===== src/rtl/spi_slave_pkg.sv =====
// Shared types and command codes for the second-generation SPI slave front end.
package spi_slave_pkg;

  typedef enum logic [2:0] {
    IDLE,
    RX,
    RD_WAIT,
    RD_SHIFT,
    DONE
  } spi_state_t;

  localparam logic [1:0] CMD_WR_ADDR = 2'b00;
  localparam logic [1:0] CMD_WR_DATA = 2'b01;
  localparam logic [1:0] CMD_RD_ADDR = 2'b10;
  localparam logic [1:0] CMD_RD_DATA = 2'b11;

endpackage


===== src/rtl/spi_tx_shifter.sv =====
// MISO serialiser: MSB is driven on the load edge, the remaining bits one per shift edge,
// then MISO returns to 0 on the shift edge after the last bit.
module spi_tx_shifter #(
  parameter int PAYLOAD_W = 8
) (
  input  logic                 clk,
  input  logic                 rst_n,
  input  logic                 load,
  input  logic                 shift,
  input  logic                 clr,
  input  logic [PAYLOAD_W-1:0] din,
  output logic                 MISO,
  output logic                 last
);

  localparam int SC_W = $clog2(PAYLOAD_W);

  logic [PAYLOAD_W-2:0] r_sreg;
  logic [SC_W-1:0]      r_cnt;
  logic                 r_miso;

  // r_cnt counts the bits still waiting in r_sreg; zero means the last bit is on MISO
  always_ff @(posedge clk or negedge rst_n) begin
    if (!rst_n) begin
      r_sreg <= '0;
      r_cnt  <= '0;
      r_miso <= 1'b0;
    end else if (clr) begin
      r_sreg <= '0;
      r_cnt  <= '0;
      r_miso <= 1'b0;
    end else if (load) begin
      r_miso <= din[PAYLOAD_W-1];
      r_sreg <= din[PAYLOAD_W-2:0];
      r_cnt  <= SC_W'(PAYLOAD_W-1);
    end else if (shift) begin
      if (r_cnt != '0) begin
        r_miso <= r_sreg[PAYLOAD_W-2];
        r_sreg <= r_sreg << 1;
        r_cnt  <= r_cnt - SC_W'(1);
      end else begin
        r_miso <= 1'b0;
      end
    end
  end

  assign MISO = r_miso;
  assign last = (r_cnt == '0);

endmodule


===== src/rtl/spi_slave_if_gen2.sv =====
// SPI slave front end: deserialises {cmd, payload} frames, serves read-data commands
// from tx_data over MISO, and flags aborted frames and out-of-sequence reads.
//
// state    | meaning
// IDLE     | waiting for SS_n to fall
// RX       | shifting in the 2+PAYLOAD_W frame bits
// RD_WAIT  | read-data accepted, waiting for tx_valid
// RD_SHIFT | serialising tx_data onto MISO
// DONE     | frame finished, waiting for SS_n to rise
module spi_slave_if_gen2
  import spi_slave_pkg::*;
#(
  parameter int PAYLOAD_W = 8,
  parameter int CNT_W     = $clog2(PAYLOAD_W+2)+1
) (
  input  logic                 clk,
  input  logic                 rst_n,
  input  logic                 SS_n,
  input  logic                 MOSI,
  output logic                 MISO,
  output logic [PAYLOAD_W+1:0] rx_data,
  output logic                 rx_valid,
  input  logic [PAYLOAD_W-1:0] tx_data,
  input  logic                 tx_valid,
  output logic                 frame_err,
  output logic                 seq_err,
  output logic                 busy
);

  spi_state_t           r_state;
  spi_state_t           w_state_nxt;
  logic [CNT_W-1:0]     r_bit_cnt;
  logic [PAYLOAD_W:0]   r_shift;
  logic [PAYLOAD_W+1:0] r_rx_data;
  logic                 r_rx_valid;
  logic                 r_frame_err;
  logic                 r_seq_err;
  logic                 r_busy;
  logic                 r_rd_pend;

  logic [PAYLOAD_W+1:0] w_frame;
  logic [1:0]           w_cmd;
  logic                 w_last_bit;
  logic                 w_cnt_clr;
  logic                 w_rx_shift;
  logic                 w_rx_load;
  logic                 w_seq_err;
  logic                 w_frame_err;
  logic                 w_pend_set;
  logic                 w_pend_clr;
  logic                 w_tx_load;
  logic                 w_tx_shift;
  logic                 w_tx_clr;
  logic                 w_tx_last;

  assign w_frame    = {r_shift, MOSI};
  assign w_cmd      = w_frame[PAYLOAD_W+1:PAYLOAD_W];
  assign w_last_bit = (r_bit_cnt == CNT_W'(PAYLOAD_W+1));

  // SS_n high is checked first in every active state, so it wins over completion
  always_comb begin
    w_state_nxt = r_state;
    w_cnt_clr   = 1'b0;
    w_rx_shift  = 1'b0;
    w_rx_load   = 1'b0;
    w_seq_err   = 1'b0;
    w_frame_err = 1'b0;
    w_pend_set  = 1'b0;
    w_pend_clr  = 1'b0;
    w_tx_load   = 1'b0;
    w_tx_shift  = 1'b0;
    w_tx_clr    = 1'b0;
    case (r_state)
      IDLE: begin
        if (!SS_n) begin
          w_state_nxt = RX;
          w_cnt_clr   = 1'b1;
        end
      end
      RX: begin
        if (SS_n) begin
          w_state_nxt = IDLE;
          w_frame_err = 1'b1;
        end else begin
          w_rx_shift = 1'b1;
          if (w_last_bit) begin
            if (w_cmd == CMD_RD_DATA) begin
              if (r_rd_pend) begin
                w_rx_load   = 1'b1;
                w_pend_clr  = 1'b1;
                w_state_nxt = RD_WAIT;
              end else begin
                w_seq_err   = 1'b1;
                w_state_nxt = DONE;
              end
            end else begin
              w_rx_load   = 1'b1;
              w_pend_set  = (w_cmd == CMD_RD_ADDR);
              w_state_nxt = DONE;
            end
          end
        end
      end
      RD_WAIT: begin
        if (SS_n) begin
          w_state_nxt = IDLE;
          w_frame_err = 1'b1;
          w_tx_clr    = 1'b1;
        end else if (tx_valid) begin
          w_tx_load   = 1'b1;
          w_state_nxt = RD_SHIFT;
        end
      end
      RD_SHIFT: begin
        if (SS_n) begin
          w_state_nxt = IDLE;
          w_frame_err = 1'b1;
          w_tx_clr    = 1'b1;
        end else begin
          w_tx_shift = 1'b1;
          if (w_tx_last) w_state_nxt = DONE;
        end
      end
      DONE: begin
        if (SS_n) w_state_nxt = IDLE;
      end
      default: w_state_nxt = IDLE;
    endcase
  end

  always_ff @(posedge clk or negedge rst_n) begin
    if (!rst_n) begin
      r_state     <= IDLE;
      r_bit_cnt   <= '0;
      r_shift     <= '0;
      r_rx_data   <= '0;
      r_rx_valid  <= 1'b0;
      r_frame_err <= 1'b0;
      r_seq_err   <= 1'b0;
      r_busy      <= 1'b0;
      r_rd_pend   <= 1'b0;
    end else begin
      r_state     <= w_state_nxt;
      r_rx_valid  <= w_rx_load;
      r_frame_err <= w_frame_err;
      r_seq_err   <= w_seq_err;
      r_busy      <= (w_state_nxt != IDLE);
      if (w_cnt_clr) begin
        r_bit_cnt <= '0;
      end else if (w_rx_shift) begin
        r_bit_cnt <= r_bit_cnt + CNT_W'(1);
        r_shift   <= w_frame[PAYLOAD_W:0];
      end
      if (w_rx_load) r_rx_data <= w_frame;
      if (w_pend_set) begin
        r_rd_pend <= 1'b1;
      end else if (w_pend_clr) begin
        r_rd_pend <= 1'b0;
      end
    end
  end

  spi_tx_shifter #(
    .PAYLOAD_W (PAYLOAD_W)
  ) u_tx_shifter (
    .clk   (clk),
    .rst_n (rst_n),
    .load  (w_tx_load),
    .shift (w_tx_shift),
    .clr   (w_tx_clr),
    .din   (tx_data),
    .MISO  (MISO),
    .last  (w_tx_last)
  );

  assign rx_data   = r_rx_data;
  assign rx_valid  = r_rx_valid;
  assign frame_err = r_frame_err;
  assign seq_err   = r_seq_err;
  assign busy      = r_busy;

endmodule

===== config.mk =====
export PLATFORM = sky130hd
export DESIGN_NAME = spi_slave_if_gen2
export DESIGN_NICKNAME = d
export VERILOG_FILES = /design/src/rtl/spi_slave_pkg.sv /design/src/rtl/spi_tx_shifter.sv /design/src/rtl/spi_slave_if_gen2.sv
export SDC_FILE = /design/constraint.sdc
export NUM_CORES = 1
export LEC_CHECK = 0
export ABC_CLOCK_PERIOD_IN_PS = 2500
export CAP_MARGIN = 25
export CORE_ASPECT_RATIO = 1.1
export CORE_UTILIZATION = 40
export CTS_CLUSTER_SIZE = 28
export DETAILED_ROUTE_END_ITERATION = 16
export SLEW_MARGIN = 20
export SYNTH_ARGS = -nofsm -noshare
export SYNTH_HDL_FRONTEND = slang
export SYNTH_SLANG_ARGS = --single-unit

===== constraint.sdc =====
create_clock -name clk -period 2.5 [get_ports clk]
set_input_delay 0.5 -clock clk [delete_from_list [all_inputs] [get_ports clk]]
set_output_delay 0.5 -clock clk [all_outputs]
set_load 0.05 [all_outputs]

==> out/summary.txt <==
status: finished, final reports clean
CTS max path bufs: 2
part of the power in combinational logic: 20.5%
RD Place Congestion: 0.742
drt pass-1 iters: 4
Final #Nets: 212
synthesized area per cell: 11.7 um2
Fill cells: 414
top_reg_cell synth: dfrtp_1
remaining global-route overflow: 0
crit path DAT: 2.20 ns
LEAKAGE: 0.00108 uW
maximum vdd ir drop: 0.409 mV
Post-Route Skew: 0.00304 ns
Synth Register Bits: 43
Mapped Area: 0.00195 mm2
Worst-Skew Late Latency: 0.29 ns
Core Util, Final: 51.0%
worst-path maximum fanout: 9
routed length per placed instance: 14.7 um
cts repair resizes: 0
ys async rst share: 100%
DR vias: 1,371
vias per inst: 5.46
Reg power frac: 50.4%
ant diodes: 0
initial antenna violation count: 0
switch share: 28.6%
first-pass GRT wire length: 6000 um
Clk pwr share: 29.2%
DRC: 0
initial drt markers: 55
count of final hold-check violations: 0
Core Box Area: 0.00465 mm2
EDFF count, synth: 0
Gate Count Post-Synth: 167
Synth warnings: 0
Crit path required time: 2.68 ns
gr usage total: 16.3%
die height: 75.2 um
Root Buffer: clkbuf_8
largest net degree at the start of global routing: 44
area grow syn2layout: 21.9%
Power Density: 748 mW/mm2
CP Class: input pin to register
row cnt: 26
count of pins over their slew limit: 0
# H-tree levels: 2
Starting Density: 41.9%
Hold Path Class: input pin to asynchronous set/reset pin
Routed Antenna Nets: 0
total CTS buffers: 5
Clock Pin Slew Worst Setup and Hold Paths: 0.08 ns
Die W: 68.5 um
maximum clock frequency: 496 MHz
WL final: 3690 um
RSZ-0062 raised after global routing: no
min Tclk post-route: 2.02 ns
CTS tree: done
crit start category: input pin
cts hold-fix bufs: 0
Switch Pwr: 507 uW
sequential area share after synthesis: 55.3%
max cap viols: 0
critical path endpoint category: register
count of cell types in the netlist: 36
clock net sink count: 43
die area: 0.00515 mm2
syn nets: 184
cell-internal power: 1270 uW
port bufs: 27
DP HPWL: 2520 um
Slew @ Worst Pin: 0.599 ns
Worst slew margin: 59.9%
I/O pin total: 28
vias in the first global route: 1,334
layout cell share with drive strength beyond 1: 16.9%
setup bufs post-CTS: 0
fin crit share: 80.7%
Setup violations, final: 0
Setup TNS: 0 ns
sequential cells by signal (all words and copies together), names as in the netlist:
| signal | flops |
|---|---|
| u_tx_shifter.r_sreg | 7 |
| rx_valid | 1 |
| r_bit_cnt | 5 |
| r_shift | 9 |
| r_rd_pend | 1 |
| frame_err | 1 |
| busy | 1 |
| r_state | 3 |
| seq_err | 1 |
| u_tx_shifter.MISO | 1 |
| rx_data | 10 |
| u_tx_shifter.r_cnt | 3 |
worst paths after layout:
| path | startpoint | endpoint | slack, ns | depth (start not counted) |
|---|---|---|---|---|
| max | SS_n | busy | 0.48 | 6 |
| min | rst_n | seq_err | 0.16 | 1 |
| max reg2reg | r_bit_cnt[1] | rx_data[4] | 0.48 | 6 |
| min reg2reg | r_rd_pend | seq_err | 0.50 | 1 |
| max in group asynchronous | rst_n | r_shift[1] | 1.86 | 2 |
| min in group clk | r_rd_pend | seq_err | 0.50 | 1 |
power by group through the flow:
| stage | sequential (uW) | clock (uW) | combinational [uW] |
|---|---|---|---|
| 6_report | 894 | 517 | 364 |
| 5_1_grt | 913 | 558 | 389 |
| 4_1_cts | 896 | 532 | 363 |
| 3_5_place_dp | 907 | 0 | 362 |
| 3_3_place_gp | 902 | 0 | 353 |
| 2_1_floorplan | 983 | 0 | 146 |
Yosys cell counts, types with 2 or more instances:
cell type | count | area [um2]
a21o_1 | 2 | 15.0
a21oi_1 | 14 | 70.1
a22o_1 | 3 | 26.3
buf_2 | 4 | 20.0
buf_6 | 2 | 22.5
clkbuf_1 | 2 | 7.51
dfrtp_1 | 43 | 1080
ha_1 | 4 | 50.1
inv_1 | 3 | 11.3
mux2_2 | 9 | 101
mux2_4 | 8 | 120
nand2_1 | 10 | 37.5
nand3_1 | 13 | 65.1
nand4_1 | 3 | 18.8
nor2_1 | 12 | 45.0
nor3_1 | 3 | 15.0
nor3b_1 | 2 | 15.0
o211ai_1 | 3 | 22.5
o21ai_0 | 6 | 30.0
o22a_2 | 2 | 20.0
or2_1 | 3 | 18.8
or3_1 | 2 | 12.5
cells by family (layout without fill, tap and decap cells):
kind of cell               count (synthesis)  count (layout)  share of synthesized area, %
AOI/OAI and AO/OA                         34              34                          11.0
adders and majority gates                  4               4                          2.57
buffers and inverters                     13              41                          3.53
DFF                                       43              43                          55.3
muxes                                     18              18                          11.9
and+or+nand+nor                           55              55                          15.7
metal layers:
layer,share of wire (%),GRT usage [%]
met4,1.7,7.18
met1,45,19.3
met5,0,0
met3,5.9,6.36
met2,47,25.9
worst max-delay path, cell delays in order:
cell and delay, ns:
clkdlybuf4s50_1 0.53, buf_4 0.17, nand4bb_1 0.18, nor2_1 0.18, or3_1 0.40, or2_1 0.24
metrics by stage:
stage	hold slack, ns	total power [uW]	setup slack [ns]	std cells	instance area (um2)
after floorplan	0.204	1130	0.685	167	1950
after global placement	0.492	1260	0.200	243	2240
after detailed placement	0.490	1270	0.182	243	2240
after CTS	0.386	1790	0.463	250	2350
after global routing	0.171	1860	0.319	251	2370
final	0.157	1780	0.482	251	2370
layout by cell type (no fill, tap or decap), types with 4 or more instances in the layout:
cell,count
o21ai_0,6
a21oi_1,14
mux2_2,9
nor2_1,12
clkdlybuf4s50_1,26
clkbuf_8,5
dfrtp_1,43
ha_1,4
nand3_1,13
mux2_4,8
nand2_1,10
cell type report:
class / instances / area (um2) / area share (%)
clock buffer: 6 / 72.6 / 3.06
clock inverter: 1 / 30.0 / 1.27
inverter: 4 / 15.0 / 0.633
multi-input combinational: 111 / 802 / 33.8
sequential: 43 / 1080 / 45.3
tap: 56 / 70.1 / 2.95
timing repair buffer: 30 / 308 / 13.0
(Power assumes the default switching activity.)
